$ cat config.mk
export PLATFORM = sky130hd
export DESIGN_NAME = bcd_display_scanner_flat
export DESIGN_NICKNAME = d
export VERILOG_FILES = /design/src/rtl/bcd_display_scanner_pkg.sv /design/src/rtl/bcd_display_scanner_if.sv /design/src/rtl/bcd_display_scanner_prescaler.sv /design/src/rtl/bcd_display_scanner.sv /design/src/flat_wrapper.sv
export SDC_FILE = /design/constraint.sdc
export NUM_CORES = 1
export LEC_CHECK = 0
export BUFFER_PORTS_ARGS = -buffer_cell sky130_fd_sc_hd__buf_2
export CAP_MARGIN = 5
export CORE_MARGIN = 5
export CORE_UTILIZATION = 55
export CTS_BUF_LIST = sky130_fd_sc_hd__clkbuf_16
export DETAILED_ROUTE_END_ITERATION = 6
export PLACE_DENSITY_LB_ADDON = 0.2
export SLEW_MARGIN = 0
export SYNTH_ARGS = -nofsm -noshare
export SYNTH_HDL_FRONTEND = slang
export SYNTH_SLANG_ARGS = --single-unit
$ cat constraint.sdc
create_clock -name clk -period 5.7 [get_ports clk]
set_clock_uncertainty 0.15 [all_clocks]
set_input_delay 0.57 -clock clk [delete_from_list [all_inputs] [get_ports clk]]
set_output_delay 0.57 -clock clk [all_outputs]
set_load 0.02 [all_outputs]
$ cat src/rtl/bcd_display_scanner_pkg.sv
// Shared constants and helpers for the multiplexed BCD display scanner.
package bcd_disp_pkg;

  localparam int BCD_W   = 4;
  localparam int BCD_MAX = 9;

  // Widest digit vector the nibble helper accepts (64 digits).
  localparam int NIB_SRC_W = 256;

  // Bits needed to hold values 0..n-1, never less than one.
  function automatic int idx_w(input int n);
    return (n <= 1) ? 1 : $clog2(n);
  endfunction

  function automatic logic [BCD_W-1:0] get_nibble(input logic [NIB_SRC_W-1:0] v,
                                                  input int idx);
    return BCD_W'(v >> (idx * BCD_W));
  endfunction

endpackage

$ cat src/rtl/bcd_display_scanner_if.sv
// Load/display bundle between a digit source and the scanner.
interface bcd_display_scanner_if
  import bcd_disp_pkg::*;
#(
  parameter int NUM_DIGITS = 4
);

  logic                        load;
  logic [BCD_W*NUM_DIGITS-1:0] digits_in;
  logic                        A;
  logic                        B;
  logic                        C;
  logic                        D;
  logic [NUM_DIGITS-1:0]       digit_en;
  logic                        blank;
  logic                        pending;
  logic                        invalid;

  modport master (
    output load, digits_in,
    input  A, B, C, D, digit_en, blank, pending, invalid
  );

  modport slave (
    input  load, digits_in,
    output A, B, C, D, digit_en, blank, pending, invalid
  );

endinterface

$ cat src/rtl/bcd_display_scanner_prescaler.sv
// Free-running 0..DIV-1 counter; tick is high during the last count of each period.
module disp_prescaler
  import bcd_disp_pkg::*;
#(
  parameter int DIV = 1000
) (
  input  logic clk,
  input  logic rst,
  output logic tick
);

  localparam int            CW   = idx_w(DIV);
  localparam logic [CW-1:0] LAST = CW'(DIV - 1);

  logic [CW-1:0] cnt;

  always_ff @(posedge clk) begin
    if (rst)              cnt <= '0;
    else if (cnt == LAST) cnt <= '0;
    else                  cnt <= cnt + CW'(1);
  end

  assign tick = (cnt == LAST);

endmodule

$ cat src/rtl/bcd_display_scanner.sv
// Multiplexed 7448 driver: double-buffered BCD digits scanned one at a time.
// Build option LEADING_ZERO_BLANK_EN blanks zero digits above the highest non-zero one.
module bcd_display_scanner
  import bcd_disp_pkg::*;
#(
  parameter int NUM_DIGITS  = 4,
  parameter int REFRESH_DIV = 1000
) (
  input  logic                  clk,
  input  logic                  rst,
  bcd_display_scanner_if.slave  bus
);

  localparam int                W        = BCD_W * NUM_DIGITS;
  localparam int                IW       = idx_w(NUM_DIGITS);
  localparam logic [IW-1:0]     LAST_IDX = IW'(NUM_DIGITS - 1);
  localparam logic [BCD_W-1:0]  MAX_NIB  = BCD_W'(BCD_MAX);

  if (W > NIB_SRC_W) begin : g_width_check
    $error("bcd_display_scanner: NUM_DIGITS exceeds nibble helper width");
  end

  logic                  tick;
  logic [IW-1:0]         idx, idx_n;
  logic [W-1:0]          active, active_n, shadow, shadow_n;
  logic                  pending, pending_n, invalid, invalid_n;
  logic                  load_bad;
  logic [BCD_W-1:0]      abcd_q, nib_n;
  logic [NUM_DIGITS-1:0] en_q, en_n;
  logic                  blank_q, blank_n;

  disp_prescaler #(.DIV(REFRESH_DIV)) u_prescaler (
    .clk  (clk),
    .rst  (rst),
    .tick (tick)
  );

  // State register; display outputs are registered from next-state decode so
  // they change on the very edge the index (or frame) changes.
  always_ff @(posedge clk) begin
    if (rst) begin
      idx     <= '0;
      active  <= '0;
      shadow  <= '0;
      pending <= 1'b0;
      invalid <= 1'b0;
      abcd_q  <= '0;
      en_q    <= NUM_DIGITS'(1);
      blank_q <= 1'b0;
    end else begin
      idx     <= idx_n;
      active  <= active_n;
      shadow  <= shadow_n;
      pending <= pending_n;
      invalid <= invalid_n;
      abcd_q  <= nib_n;
      en_q    <= en_n;
      blank_q <= blank_n;
    end
  end

  always_comb begin
    load_bad = 1'b0;
    for (int i = 0; i < NUM_DIGITS; i++) begin
      if (get_nibble(NIB_SRC_W'(bus.digits_in), i) > MAX_NIB) load_bad = 1'b1;
    end
  end

  // Next state: a load taken on the swap edge still lands in the shadow
  // and keeps pending set, because it is evaluated after the swap.
  always_comb begin
    idx_n     = idx;
    active_n  = active;
    shadow_n  = shadow;
    pending_n = pending;
    invalid_n = invalid;
    if (tick) begin
      idx_n = (idx == LAST_IDX) ? '0 : idx + IW'(1);
      if ((idx == LAST_IDX) && pending) begin
        active_n  = shadow;
        pending_n = 1'b0;
      end
    end
    if (bus.load) begin
      shadow_n  = bus.digits_in;
      pending_n = 1'b1;
      if (load_bad) invalid_n = 1'b1;
    end
  end

`ifdef LEADING_ZERO_BLANK_EN
  logic [NUM_DIGITS-1:0] zero_from;

  // zero_from[i]: digit i and every more-significant digit are zero.
  always_comb begin
    zero_from = '0;
    zero_from[NUM_DIGITS-1] = (get_nibble(NIB_SRC_W'(active_n), NUM_DIGITS - 1) == '0);
    for (int i = NUM_DIGITS - 2; i >= 0; i--) begin
      zero_from[i] = zero_from[i+1] && (get_nibble(NIB_SRC_W'(active_n), i) == '0);
    end
  end
`endif

  always_comb begin
    nib_n   = get_nibble(NIB_SRC_W'(active_n), int'(idx_n));
    en_n    = NUM_DIGITS'(1) << idx_n;
    blank_n = (nib_n > MAX_NIB);
`ifdef LEADING_ZERO_BLANK_EN
    if ((idx_n != '0) && zero_from[idx_n]) blank_n = 1'b1;
`endif
  end

  assign bus.A        = abcd_q[3];
  assign bus.B        = abcd_q[2];
  assign bus.C        = abcd_q[1];
  assign bus.D        = abcd_q[0];
  assign bus.digit_en = en_q;
  assign bus.blank    = blank_q;
  assign bus.pending  = pending;
  assign bus.invalid  = invalid;

endmodule

$ cat src/flat_wrapper.sv
// flat-port wrapper written by rule: the top's interface ports become plain ports
module bcd_display_scanner_flat import bcd_disp_pkg::*;
#(
  parameter int NUM_DIGITS  = 4,
  parameter int REFRESH_DIV = 1000
)
  (clk, rst, bus_load, bus_digits_in, bus_A, bus_B, bus_C, bus_D, bus_digit_en, bus_blank, bus_pending, bus_invalid);
  bcd_display_scanner_if #(.NUM_DIGITS(NUM_DIGITS)) bus_i ();
  input  logic clk;
  input  logic rst;
  input wire logic [$bits(bus_i.load)-1:0] bus_load;
  input wire logic [$bits(bus_i.digits_in)-1:0] bus_digits_in;
  output wire logic [$bits(bus_i.A)-1:0] bus_A;
  output wire logic [$bits(bus_i.B)-1:0] bus_B;
  output wire logic [$bits(bus_i.C)-1:0] bus_C;
  output wire logic [$bits(bus_i.D)-1:0] bus_D;
  output wire logic [$bits(bus_i.digit_en)-1:0] bus_digit_en;
  output wire logic [$bits(bus_i.blank)-1:0] bus_blank;
  output wire logic [$bits(bus_i.pending)-1:0] bus_pending;
  output wire logic [$bits(bus_i.invalid)-1:0] bus_invalid;
  assign bus_i.load = bus_load;
  assign bus_i.digits_in = bus_digits_in;
  assign bus_A = bus_i.A;
  assign bus_B = bus_i.B;
  assign bus_C = bus_i.C;
  assign bus_D = bus_i.D;
  assign bus_digit_en = bus_i.digit_en;
  assign bus_blank = bus_i.blank;
  assign bus_pending = bus_i.pending;
  assign bus_invalid = bus_i.invalid;
  bcd_display_scanner #(.NUM_DIGITS(NUM_DIGITS), .REFRESH_DIV(REFRESH_DIV)) u_core (.clk(clk), .rst(rst), .bus(bus_i));
endmodule
# [After elaboration in Yosys (flattened, before gate mapping)]
# Index checks and enable logic that the tools add are counted.
[classes] n_lt_le_gt_ge=5 reduce_logical=6 eq_ne=2 add_sub_neg=2 muxes=11 n_shift=2
[op_table] operator="$mux 16" n=2
[op_table] operator="$gt 4x4->1 const B" n=5
[op_table] operator="$shr 16x4->4" n=1
[op_table] operator="$add 10x1->10 const B" n=1
[op_table] operator="$eq 10x10->1 const B" n=1
[op_table] operator="$mux 1" n=7
[op_table] operator="$mux 2" n=2
[op_table] operator="$reduce_and 2->1" n=2
[op_table] operator="$reduce_bool 2->1" n=2
[op_table] operator="$shl 1x2->4 const A" n=1
[op_table] operator="$add 2x1->2 const B" n=1
[op_table] operator="$eq 2x2->1 const B" n=1
[op_table] operator="$reduce_or 2->1" n=1
[op_table] operator="$logic_and 1x1->1" n=1
[totals] input_bits=19 out_inout_bits=11 reg_bits=55 elab_cells=37

# [Longest topological paths before layout]
# Gate-level depths: netlist of the first run.
[depth] depth_word=6 mapped_depth=8 mapped_depth_nobuf=7

# [Modules after synthesis]
# From an unflattened synthesis of the first run, not the netlist that was laid out.
[unflattened] cells_unflattened=274 hier_area_um2=2426.1
[modules_own_cells] module="bcd_display_scanner" cells_each=218 instances=1 seq_area_each_um2=900.9 area_each_um2=1935.6
[modules_own_cells] module="disp_prescaler" cells_each=56 instances=1 seq_area_each_um2=200.2 area_each_um2=490.5

# [Least setup slack after synthesis of the first run]
# No wires, ideal clock.
[synth_timing] path_type="register to register" start="reg u_core.u_prescaler.cnt[0]" end="reg u_core.blank_q, in the netlist u_core.bus.blank" path_buffers=0 setup_ns=0.125 path_slack_ns=3.596 required_time_ns=5.425 stages_incl_launch_ff=8 synth_period_minus_slack_ns=2.104 arrival_time_ns=1.830 cell_sequence="dfxtp_1 ha_1 nand2_1 nor4_4 mux2i_1 a2bb2oi_1 a31oi_1 a21boi_1"
[synth_via] elab_chain_len=4 elab_cells_between_ends=5 cone_classes="order compare: 1; eq/ne: 1; shift: 1; mux: 2"
[synth_rtl] item="start: declaration" line="bcd_display_scanner_prescaler.sv:15" source="logic [CW-1:0] cnt;"
[synth_rtl] item="start signal: assignment" line="bcd_display_scanner_prescaler.sv:20" source="else cnt <= cnt + CW'(1);"
[synth_rtl] item="$eq 10x10->1 (*)" line="bcd_display_scanner_prescaler.sv:23" source="assign tick = (cnt == LAST);"
[synth_rtl] item="$mux 16 or $mux 2 (tied branches)" line="bcd_display_scanner.sv:77" source="if (tick) begin"
[synth_rtl] item="$shr 16x4->4 (*)" line="bcd_display_scanner_pkg.sv:17" source="return BCD_W'(v >> (idx * BCD_W));"
[synth_rtl] item="$gt 4x4->1 (*)" line="bcd_display_scanner.sv:107" source="blank_n = (nib_n > MAX_NIB);"
[synth_rtl] item="end signal: assignment" line="bcd_display_scanner.sv:58" source="blank_q <= blank_n;"
[synth_rtl] item="end: declaration" line="bcd_display_scanner.sv:30" source="logic blank_q, blank_n;"
# Mark *: on every way between the ends. The rest lies on a longest branch, timed or not.
# A chain may end at the register's enable or synchronous reset.

# [Worst setup path after layout of the first run]
[layout_timing] start="reg u_core.idx[0]" end="reg u_core.blank_q, in the netlist u_core.bus.blank"
[layout_via] elab_chain_len=6 elab_cells_between_ends=9 cone_classes="add/sub: 1; order compare: 1; eq/ne: 1; shift: 1; mux: 4; reduce/logical: 1"
[layout_rtl] item="start: declaration" line="bcd_display_scanner.sv:24" source="logic [IW-1:0] idx, idx_n;"
[layout_rtl] item="start signal: assignment" line="bcd_display_scanner.sv:51" source="idx <= idx_n;"
[layout_rtl] item="branches (longest 4 deep; another with $add 2x1->2)"
[layout_rtl] item="$shr 16x4->4 (*)" line="bcd_display_scanner_pkg.sv:17"
[layout_rtl] item="$gt 4x4->1 (*)" line="bcd_display_scanner.sv:107"
# Mark *: on every way between the ends.

==> results of run 1 <==
[report_power, final]
part | internal (W) | switching [W]
logic | 0.0000160 | 0.0000197
registers | 0.000394 | 0.00000779
clock network | 0.000160 | 0.000132
[registers in the layout, summed over array words and instances (netlist names)]
register                flops
u_core.idx                  2
u_core.bus.invalid          1
u_core.bus.digit_en         4
u_core.active              16
u_core.shadow              16
u_core.bus.pending          1
u_core.u_prescaler.cnt     10
u_core.abcd_q               4
u_core.bus.blank            1
[worst max-delay path, stage by stage, from the launching register on]
cell	delay, ps
dfxtp_1	590
ha_1	440
nand2_1	200
nor4_4	920
mux2i_1	320
nand2_1	70
a31oi_1	230
a21boi_1	90
[worst max-delay path by stage]
stage                                               startpoint                     endpoint  slack (ps)  cells past startpoint
after floorplan           u_core.u_prescaler.cnt[0]$_SDFF_PP0_  u_core.bus.blank$_SDFF_PP0_        3600                      7
after global placement                u_core.idx[0]$_SDFF_PP0_  u_core.bus.blank$_SDFF_PP0_        2640                      7
after detailed placement              u_core.idx[0]$_SDFF_PP0_  u_core.bus.blank$_SDFF_PP0_        2560                      7
after CTS                             u_core.idx[0]$_SDFF_PP0_  u_core.bus.blank$_SDFF_PP0_        2540                      7
after global routing                  u_core.idx[0]$_SDFF_PP0_  u_core.abcd_q[2]$_SDFF_PP0_        2220                      7
final                                 u_core.idx[0]$_SDFF_PP0_  u_core.bus.blank$_SDFF_PP0_        2570                      7
[metal layers]
metal	wire, um	track usage	vias up	share of wire
met5	0	0	-	0
met4	111	0.0699	0	0.023
met3	287	0.0587	14	0.061
met2	2090	0.290	54	0.44
met1	2240	0.252	825	0.47
li1	-	-	952	-
[stage by stage]
step	power [W]	instances	area (sq um)	worst slack [ps]	utilization
4_1_cts	0.000735	335	2630	2540	0.648
3_5_place_dp	0.000446	327	2490	2560	0.613
2_1_floorplan	0.000432	262	2330	3600	-
3_3_place_gp	0.000445	327	2490	2640	0.613
6_report	0.000729	335	2630	2570	0.648
5_1_grt	0.000758	335	2630	2220	0.648
[placed cells by master (no fill, tap or decap), types with 4 or more instances in the layout]
cell       instances
nor2_1            46
xnor2_1            5
nor3_1             5
o21ai_0           10
a21oi_1           17
clkbuf_16          5
mux2i_1           29
and3_1             4
nand2_1           34
nand3_1            6
buf_2             29
dfxtp_1           55
[final cells by class]
| cell class | instances | area [sq um] | area share |
|---|---|---|---|
| Inverter | 2 | 7.51 | 0.00286 |
| Clock buffer | 5 | 125 | 0.0476 |
| Clock inverter | 3 | 15.0 | 0.00571 |
| Multi-Input combinational cell | 191 | 1170 | 0.446 |
| Sequential cell | 55 | 1100 | 0.419 |
| Timing Repair Buffer | 29 | 145 | 0.0552 |
| Tap cell | 50 | 62.6 | 0.0238 |
[logic make-up (layout without fill, tap and decap cells)]
family	after synthesis	in the layout	share of synthesized area
xor+xnor	8	8	0.0300
fa+ha+maj	2	2	0.0107
buf+inv	16	39	0.0263
simple gates	108	108	0.218
compound gates	42	42	0.109
flops	55	55	0.472
mux	31	31	0.134
==> metrics.cfg, run 1 <==
[hold_path]
hold_path.class=reg2reg
whs_endpoint=u_core.u_prescaler.cnt[0]$_SDFF_PP0_
holdPathStages=1
hp-start=u_core.u_prescaler.cnt[0]$_SDFF_PP0_

[synth]
netlist_instances=262
synth_top_area_cell=dfxtp_1
synth_edf_count=0
netlist.area_leader.share=0.472
synth_most_common_cell=dfxtp_1
ys_seq_elements=55
yosys-top-cells-area=dfxtp_1, mux2i_1, nor2_1
seq_area_frac_synth=0.472
synth_common_cells=dfxtp_1, nor2_1, nand2_1
synth_area_sq_um=2330
yosysWarnings=0
synthesis.nets=283
async_flop_share=0
synth.avg_cell_area_sq_um=8.91
yosysUniqueCellTypes=36
synth-main-ff-cell=dfxtp_1

[clocking]
clk_pin_slew_ps=70
cts_buffers=5
clock_latency_ps=290
clockBufferDepth=2
htree_levels=2
cts-root-buf=clkbuf_16
post_cts_resized=0
tritoncts=yes
clkSinkCount=55
cts_setup_buffers=0
ctsHoldBuffers=0

[route]
wl_per_cell_um=14.1
wl_mm=4.72
drc=0
drt_iter0_markers=128
drtPass1Iterations=4
avgViaCountPerCell=5.51
detail-route-antenna-nets=0
num_vias=1845

[timing]
finalSetupViolCount=0
max_freq_mhz=319
tns_ps=0
hold_ws_ps=300
rsz0062_at_grt=no
post-route-period-util=0.550
drv_slew=0
hold_viol=0
worst_pin_slew_ps=1080
relSlewSlack=0.271
min_period_ps=3130

[grt]
antenna_found_initial=0
grt_overflow=0
grt_max_degree=46
grt_pass1_wl_mm=8.07
track_usage=0.189
grt_pass1_vias=1683

[setup_path]
reg2reg_to=u_core.bus.blank$_SDFF_PP0_
required_ps=5730
r2r-start=u_core.idx[0]$_SDFF_PP0_
cp-end-kind=register
start_kind=register
arrival_ps=3160
critPathKind=reg2reg
ff2ff_path_depth=7
r2r_slack_ps=2570
cp_max_fo=18

[floorplan]
die_h_um=75.1
fp.coreArea_sq_um=4060
io_pins=30
dieArea_sq_um=5650
initial_core_util=0.575
die_width_um=75.1
core.rowCount=23

[place]
hpwl_mm=3.35
port_buffers=29
gp_congestion=0.849

[power_and_ir_drop]
leakagePower_nw=1.06
power_density_nw_per_um2=278
peakVddDrop_v=0.000225

[final_layout]
diodes=0
drive_gt1_frac=0.140
fin_nets=305
syn2layout_area_growth_pct=12.6
fillers=339

[status]
status=completed

[flow_run]
maxCapViolations=0

Power figures use the tool's default switching activity.
==> inputs of run 2 (changes only) <==
Settings changed: CORE_UTILIZATION 55 to 51.
Clock period 5.7 ns to 2.7 ns, I/O delays scaled along.
==> run 2 against run 1 <==
Net effect:
- combinational power up 110%
- die area up 6.8%
- wire length down 1.5%
- cell area up 2.8%
- hold slack worse by 230 ps
- highest routed layer unchanged
- non-clock buffer count up 5
- flip-flop and latch count unchanged
- maximum frequency up 27%
- sequential power up 110%
- critical endpoint unchanged
- register-to-register slack worse by 2300 ps
- critical path depth unchanged
==> metrics.cfg, run 2 (synthesized netlist as in run 1, its figures left out) <==
[route]
drtPass1Iterations=4  ; unchanged
detail-route-antenna-nets=0  ; unchanged
wl_per_cell_um=13.6  ; -3.6%
avgViaCountPerCell=5.42  ; -1.7%
num_vias=1852  ; +0.38%
drc=0  ; unchanged
wl_mm=4.65  ; -1.5%
drt_iter0_markers=171  ; +34%

[power_and_ir_drop]
p_int_w=0.00131  ; +130%
power_density_nw_per_um2=611  ; +120%
p_sw_frac=0.208  ; -0.0114
peakVddDrop_v=0.000438  ; +95%
power.switching_w=0.000342  ; +110%
power_frac_seq=0.513  ; -0.038
power.share.clock=0.441  ; +0.041
leakagePower_nw=1.11  ; +4.4%
pwr-share-comb=0.046  ; -0.003

[timing]
hold_viol=0  ; unchanged
rsz0062_at_grt=no
relSlewSlack=0.463  ; +0.191
min_period_ps=2460  ; -675 ps
post-route-period-util=0.911  ; +0.361
hold_ws_ps=64.8  ; -235 ps
drv_slew=0  ; unchanged
worst_pin_slew_ps=806  ; -279 ps
max_freq_mhz=407  ; +27%
tns_ps=0  ; unchanged
finalSetupViolCount=0  ; unchanged

[setup_path]
ff2ff_path_depth=7  ; unchanged
max_stage_delay_ps=520  ; -400 ps
required_ps=2720  ; -3010 ps
critPathSlowestCell=mux2i_1
arrival_ps=2480  ; -680 ps
cp_max_fo=7  ; -11
critPathKind=reg2reg
start_kind=register
cp-end-kind=register
cp_cell_sequence=ha_1 > nand2_1 > nor3_2 > mux2i_1 > a2bb2oi_1 > a31oi_1 > a21boi_1

[clocking]
clock_latency_ps=290  ; about the same
ctsHoldBuffers=0  ; unchanged
clkSinkCount=55  ; unchanged
cts_buffers=5  ; unchanged
cts-root-buf=clkbuf_16
cts_setup_buffers=0  ; unchanged
htree_levels=2  ; unchanged
tritoncts=yes
post_cts_resized=0  ; unchanged
clk_pin_slew_ps=70  ; about the same
clockBufferDepth=2  ; unchanged

[grt]
grt_pass1_vias=1625  ; -3.4%
grt_max_degree=46  ; unchanged
track_usage=0.160  ; -0.0295
grt_overflow=0  ; unchanged
grt_pass1_wl_mm=7.92  ; -1.8%
antenna_found_initial=0  ; unchanged

[floorplan]
io_pins=30  ; unchanged
initial_core_util=0.532  ; -0.0428
dieArea_sq_um=6030  ; +6.8%
die_h_um=77.6  ; +3.3%
core.rowCount=24  ; +4.3%
die_width_um=77.6  ; +3.3%
fp.coreArea_sq_um=4380  ; +8.0%

[place]
hpwl_mm=3.41  ; +1.9%
port_buffers=29  ; unchanged
gp_congestion=0.895  ; +5.5%

[flow_run]
maxCapViolations=0  ; unchanged

[hold_path]
holdPathStages=3  ; +2
hold_path.class=in2reg

[final_layout]
final_common_cell=dfxtp_1
fin_util=0.616  ; -0.0317
fillers=376  ; +11%
diodes=0  ; unchanged
reg_top3=u_core.active (16), u_core.shadow (16), u_core.u_prescaler.cnt (10)
drive_gt1_frac=0.162  ; +0.0217
fin_nets=310  ; +1.6%
most-common-layout-cells=dfxtp_1, nor2_1, nand2_1
syn2layout_area_growth_pct=15.7

[status]
status=completed

[run 2: changes by cell type in the layout (fill, tap and decap cells not counted), sizes merged]
cell | previous run | this run
clkinvlp | 1 | 0
bufinv | 0 | 1
inv | 2 | 3
buf | 29 | 34
clkinv | 2 | 1
[run 2: per-stage QoR]
step | cells | instance area, sq um | worst slack, ps | power (W)
final | 342 | 2700 | 241 | 0.00165
after global routing | 342 | 2700 | 53.8 | 0.00172
after CTS | 342 | 2700 | 245 | 0.00167
after detailed placement | 334 | 2530 | 274 | 0.000942
after global placement | 334 | 2530 | 422 | 0.000939
after floorplan | 262 | 2330 | 596 | 0.000913
[run 2: power groups by stage]
stage	clock network [W]	logic, W	registers [W]
floorplan	0	0.0000495	0.000863
global route	0.000784	0.0000863	0.000849
CTS	0.000746	0.0000762	0.000847
detailed placement	0	0.0000758	0.000866
global placement	0	0.0000741	0.000865
finish	0.000727	0.0000752	0.000847
[run 2: worst paths after layout]
path                                              from                            end  slack (ps)
hold / removal                        bus_digits_in[4]  u_core.shadow[4]$_SDFFE_PP0P_          60
setup reg to reg  u_core.u_prescaler.cnt[0]$_SDFF_PP0_    u_core.bus.blank$_SDFF_PP0_         240
hold reg to reg            u_core.active[4]$_SDFF_PP0_    u_core.active[4]$_SDFF_PP0_         300
setup / recovery  u_core.u_prescaler.cnt[0]$_SDFF_PP0_    u_core.bus.blank$_SDFF_PP0_         240
[run 2: layout make-up]
cell class,instances,area (sq um),area share
repair buffers,34,183,0.0677
flip-flops and latches,55,1100,0.408
well taps,52,65.1,0.0241
clock inverters,3,47.5,0.0176
inverters,2,7.51,0.00278
clock buffers,5,125,0.0463
multi-input cells,191,1170,0.434
[run 2: critical path: cells and delay by family (launching register included)]
family	cells	cell delay (ps)
simple gates	2	670
compound gates	3	440
mux	1	520
fa+ha+maj	1	210
flops	1	360
[run 2: layer usage]
| layer | vias up | track usage | share of wire |
|---|---|---|---|
| met1 | 840 | 0.235 | 0.49 |
| met5 | - | 0 | 0 |
| met2 | 54 | 0.238 | 0.44 |
| met4 | 0 | 0.0464 | 0.012 |
| met3 | 6 | 0.0301 | 0.054 |
| li1 | 952 | - | - |
